**src/rtl/hub75_fb_arbiter.sv**
```systemverilog
// Framebuffer RAM port arbiter: panel readout has priority, host writes are
// buffered in a small FIFO and drained in idle read cycles. A starvation
// counter forces one write slot after max_starve_p consecutive read grants
// while writes are pending.
module hub75_fb_arbiter #(
  parameter int unsigned addr_width_p = 11,
  parameter int unsigned data_width_p = 48,
  parameter int unsigned fifo_depth_p = 4,
  parameter int unsigned max_starve_p = 8
) (
  input  logic                    clk,
  input  logic                    rst_n,
  input  logic                    i_wr_valid,
  output logic                    o_wr_ready,
  input  logic [addr_width_p-1:0] i_wr_addr,
  input  logic [data_width_p-1:0] i_wr_data,
  input  logic                    i_rd_req,
  input  logic [addr_width_p-1:0] i_rd_addr,
  output logic                    o_rd_gnt,
  output logic                    o_rd_valid,
  output logic [data_width_p-1:0] o_rd_data,
  output logic                    o_mem_en,
  output logic                    o_mem_we,
  output logic [addr_width_p-1:0] o_mem_addr,
  output logic [data_width_p-1:0] o_mem_wdata,
  input  logic [data_width_p-1:0] i_mem_rdata
);

  localparam int unsigned ptr_width_lp    = $clog2(fifo_depth_p);
  localparam int unsigned cnt_width_lp    = $clog2(fifo_depth_p) + 1;
  localparam int unsigned starve_width_lp = $clog2(max_starve_p + 1);

  logic [addr_width_p-1:0]    fifo_addr_q [fifo_depth_p];
  logic [data_width_p-1:0]    fifo_data_q [fifo_depth_p];
  logic [ptr_width_lp-1:0]    wr_ptr_q, wr_ptr_d;
  logic [ptr_width_lp-1:0]    rd_ptr_q, rd_ptr_d;
  logic [cnt_width_lp-1:0]    count_q, count_d;
  logic [starve_width_lp-1:0] starve_cnt_q, starve_cnt_d;
  logic                       rd_valid_q;

  logic fifo_empty;
  logic starve;
  logic rd_gnt;
  logic wr_gnt;
  logic push;

  // Grant decision and RAM port mux; reset low masks every grant.
  always_comb begin
    fifo_empty  = (count_q == '0);
    starve      = !fifo_empty && (starve_cnt_q == starve_width_lp'(max_starve_p));
    rd_gnt      = rst_n && i_rd_req && !starve;
    wr_gnt      = rst_n && !fifo_empty && (!i_rd_req || starve);
    o_wr_ready  = (count_q != cnt_width_lp'(fifo_depth_p));
    push        = i_wr_valid && o_wr_ready;
    o_rd_gnt    = rd_gnt;
    o_mem_en    = rd_gnt || wr_gnt;
    o_mem_we    = wr_gnt;
    o_mem_addr  = rd_gnt ? i_rd_addr : fifo_addr_q[rd_ptr_q];
    o_mem_wdata = fifo_data_q[rd_ptr_q];
    o_rd_valid  = rd_valid_q;
    o_rd_data   = i_mem_rdata;
  end

  // Next-state for FIFO pointers, occupancy and starvation counter.
  always_comb begin
    wr_ptr_d     = push ? wr_ptr_q + ptr_width_lp'(1) : wr_ptr_q;
    rd_ptr_d     = wr_gnt ? rd_ptr_q + ptr_width_lp'(1) : rd_ptr_q;
    count_d      = count_q;
    starve_cnt_d = starve_cnt_q;
    unique case ({push, wr_gnt})
      2'b10:   count_d = count_q + cnt_width_lp'(1);
      2'b01:   count_d = count_q - cnt_width_lp'(1);
      default: count_d = count_q;
    endcase
    if (fifo_empty || wr_gnt) begin
      starve_cnt_d = '0;
    end else if (rd_gnt && (starve_cnt_q != starve_width_lp'(max_starve_p))) begin
      starve_cnt_d = starve_cnt_q + starve_width_lp'(1);
    end
  end

  // Control state; async reset discards queued writes and in-flight reads.
  always_ff @(posedge clk or negedge rst_n) begin
    if (!rst_n) begin
      wr_ptr_q     <= '0;
      rd_ptr_q     <= '0;
      count_q      <= '0;
      starve_cnt_q <= '0;
      rd_valid_q   <= 1'b0;
    end else begin
      wr_ptr_q     <= wr_ptr_d;
      rd_ptr_q     <= rd_ptr_d;
      count_q      <= count_d;
      starve_cnt_q <= starve_cnt_d;
      rd_valid_q   <= rd_gnt;
    end
  end

  // FIFO storage; contents need no reset since the pointers gate visibility.
  always_ff @(posedge clk) begin
    if (push) begin
      fifo_addr_q[wr_ptr_q] <= i_wr_addr;
      fifo_data_q[wr_ptr_q] <= i_wr_data;
    end
  end

endmodule
```
**config.mk**
```make
export PLATFORM = sky130hd
export DESIGN_NAME = hub75_fb_arbiter
export DESIGN_NICKNAME = d
export VERILOG_FILES = /design/src/rtl/hub75_fb_arbiter.sv
export SDC_FILE = /design/constraint.sdc
export NUM_CORES = 1
export LEC_CHECK = 0
export BUFFER_PORTS_ARGS = -buffer_cell sky130_fd_sc_hd__buf_2
export CORE_UTILIZATION = 25
export CTS_CLUSTER_SIZE = 30
export DETAILED_ROUTE_END_ITERATION = 12
export GPL_TIMING_DRIVEN = 0
export PLACE_DENSITY = 0.45
export SLEW_MARGIN = 10
export SYNTH_ARGS = -nofsm -noshare
export SYNTH_HDL_FRONTEND = slang
export SYNTH_SLANG_ARGS = --single-unit
```
**constraint.sdc**
```tcl
create_clock -name clk -period 3.7 [get_ports clk]
set_clock_uncertainty 0.05 [all_clocks]
set_input_delay 0.74 -clock clk [delete_from_list [all_inputs] [get_ports clk]]
set_output_delay 0.74 -clock clk [all_outputs]
set_load 0.01 [all_outputs]
```
==> impl_metrics.py <==
metrics = {
    "clock_network": {
        "h-tree-depth": 1,
        "post-cts-setup-buffer-count": 0,
        "cts_hold_buf": 0,
        "numCtsBuffers": 27,
        "cts_tree": "yes",
        "worstSkewPairLatency_ps": 540,
        "clk_path_buf_depth": 3,
        "root_buffer": "clkbuf_16",
        "cts_num_sinks": 248,
        "cts_resized": 0,
        "clk_pin_slew_ps": 60,
    },
    "final_layout": {
        "finish.net_count": 786,
        "layout-drive-gt1-share_pct": 55.4,
        "diodes": 0,
        "multi_input_area_um2": 1860,
        "area_growth_pct": 26.8,
        "fill_cells": 3744,
        "seq_area_um2": 7390,
    },
    "pwr": {
        "comb_power_share_pct": 30.3,
        "p_switching_mw": 2.77,
        "ir_drop_uv": 398,
        "power_density_nw_per_um2": 767,
        "power_leakage_nw": 4.48,
        "seqPwrFrac_pct": 40.5,
        "power.total_mw": 9.48,
        "p_clk_share_pct": 29.1,
        "intPower_mw": 6.71,
        "sw_frac_of_total_pct": 29.2,
    },
    "timing": {
        "fmax_mhz": 312,
        "hold_viol": 0,
        "tightest_slew_ps": 608,
        "fin_setup_tns_ps": 0,
        "setup_viol": 0,
        "rsz0062_at_grt": "false",
        "relSlewSlack_pct": 59.2,
        "worst_slack_ps": 496,
        "slew_viol_final": 0,
        "period_needed_ps": 3200,
        "min_period_over_period_pct": 86.6,
    },
    "global_routing": {
        "grt_max_degree": 46,
        "grt_pass1_vias": 5334,
        "grtUsageTotal_pct": 10.7,
        "antenna_found_initial": 4,
        "grt_pass1_wl_mm": 31.8,
        "grt.overflow.total": 0,
    },
    "routing": {
        "drt-initial-drc-count": 222,
        "wl_per_cell_um": 18.1,
        "drtPass1Iterations": 4,
        "viasPerCell": 4.16,
        "drt_wl_total_mm": 21.5,
        "vias": 4947,
        "drc": 0,
        "ant_nets": 0,
    },
    "worst_setup_path": {
        "crit_arrival_ps": 2410,
        "crit_path_max_incr_delay_ps": 410,
        "endpoint_kind": "output port",
        "r2r_end": "count_q[2]$_DFFE_PN0P_",
        "startpoint_type": "register",
        "r2r_cells": 10,
        "crit_type": "register to output port",
        "crit_required_ps": 2910,
        "reg2reg_from": "starve_cnt_q[0]$_DFFE_PN0P_",
        "crit_family": "buffers and inverters",
        "rrSetupSlack_ps": 920,
        "worst-path-buf-inv": 3,
        "slowest_stage": "dfrtp_1",
        "crit_path_max_fanout": 11,
        "crit_chain": "inv_1 > ha_1 > nand3b_4 > o211a_1 > buf_6 > mux2_2 > buf_2",
    },
    "die": {
        "start_util_pct": 25.6,
        "core_area_um2": 38000,
        "die_area_um2": 39800,
        "num_io_pins": 234,
        "std_cell_rows": 71,
        "die_height_um": 199,
        "die_w_um": 199,
    },
    "synth": {
        "synthTopCellsByCount": "edfxtp_1, mux4_2, buf_4",
        "yosys.area.top_type": "edfxtp_1",
        "syn-cell-area_um2": 9750,
        "ys_seq_elements": 248,
        "avgSynthCellArea_um2": 22.2,
        "synth_ff_type": "edfxtp_1",
        "synth-edff-count": 236,
        "ys_top_cells_by_area": "edfxtp_1, mux4_2, buf_4, dfrtp_1, mux2_2",
        "syn_inst": 439,
        "synth.most_common_cell": "edfxtp_1",
        "synth_nets": 569,
        "ys_warn_count": 0,
        "synth_cell_types": 29,
        "yosys.area.top_type_share_pct": 72.7,
        "synth-seq-area-share_pct": 75.8,
        "synthArstFlopShare_pct": 4.84,
    },
    "placement": {
        "io_buffers": 184,
        "gp_congestion": 0.687,
        "dp_slack_ps": 596,
        "post-dp-hpwl_mm": 14.1,
    },
    "run": {
        "cap_violations": 0,
    },
    "min_path": {
        "hp-class": "input pin to async pin",
    },
    "outcome": {
        "status": "completed",
    },
}
==> layout by cell type, fill, tap and decap left out, types with 2 or more instances in the layout <==
master     count
mux4_2        59
nand4_1        5
a211oi_1       2
nand2_1        5
buf_4         52
inv_1         10
o21ai_0        2
bufinv_16      4
buf_2        192
clkbuf_16     27
clkbuf_1       3
nor2b_1        2
ha_1           7
edfxtp_1     236
xor2_1         4
xnor2_1        2
buf_6          3
dfrtp_1       12
inv_6          2
clkbuf_8       3
and3_4         4
a21oi_1        4
clkinv_2       7
mux2_2        11
clkinv_1       3
buf_16         4
==> per-stage QoR <==
step	cell area (um^2)	cells	utilization [%]	hold WS, ps
detailed placement	11400	1138	30.1	496
global route	12400	1188	32.5	52.4
floorplan	9750	439	-	394
CTS	12400	1188	32.5	12.5
global placement	11300	1134	29.7	482
finish	12400	1188	32.5	60.8
==> metal layers <==
metal	GRT usage, %	wire, um	share of wire, %	up-vias
met3	2.90	1710	7.9	37
met1	12.9	8480	39	2519
met4	3.48	439	2.0	4
met2	18.5	10900	50	208
li1	-	-	-	2179
met5	0	31	0.14	-
==> cell type report <==
type / count / share of cell area (%)
multi-input combinational: 117 / 15.1
inverter: 10 / 0.304
buffer: 64 / 3.88
clock buffer: 33 / 5.89
clock inverter: 17 / 1.55
sequential: 248 / 59.8
tap: 511 / 5.17
timing repair buffer: 188 / 8.34
==> worst reg2reg max path, stage by stage (launching register included) <==
cell and delay [ps]:
dfrtp_1 420, inv_1 120, ha_1 230, nand3b_4 130, a211oi_1 580, ha_1 300
inv_1 60, fa_1 370, xor2_1 150, nor2_1 140, xor2_1 150
==> state kept, by name, indices dropped and copies added (netlist names) <==
register and flops:
count_q 3, starve_cnt_q 4, wr_ptr_q 2, o_rd_valid 1, fifo_data_q 192, rd_ptr_q 2, fifo_addr_q 44
==> worst max path at each step <==
stage,startpoint,endpoint,slack (ps),cells after the start
after floorplan,i_wr_valid,fifo_addr_q[0][0]$_DFFE_PP_,1050,1
after global placement,i_wr_valid,fifo_data_q[0][13]$_DFFE_PP_,-390,2
after detailed placement,rst_n,count_q[2]$_DFFE_PN0P_,600,9
after CTS,starve_cnt_q[0]$_DFFE_PN0P_,o_mem_addr[9],440,7
after global routing,starve_cnt_q[0]$_DFFE_PN0P_,o_mem_addr[9],370,7
final,starve_cnt_q[0]$_DFFE_PN0P_,o_mem_addr[9],500,7
==> power groups by stage <==
stage | combinational, mW | sequential (mW) | clock (mW)
2_1_floorplan | 1.82 | 3.88 | 0
3_5_place_dp | 2.99 | 3.91 | 0
5_1_grt | 3.15 | 3.89 | 2.96
4_1_cts | 3.00 | 3.85 | 2.87
6_report | 2.87 | 3.84 | 2.76
3_3_place_gp | 2.85 | 3.94 | 0
==> kinds of logic (layout without fill, tap and decap cells) <==
family	after synthesis	after routing	share of synthesized area, %
buffers and inverters	74	312	5.30
adder cells (fa/ha/maj)	8	8	1.10
AND/OR/NAND/NOR	22	22	1.58
AO/OA/AOI/OAI	10	10	0.629
multiplexers	71	71	15.1
flip-flops	248	248	75.8
XOR/XNOR	6	6	0.539
Power figures use the tool's default switching activity.
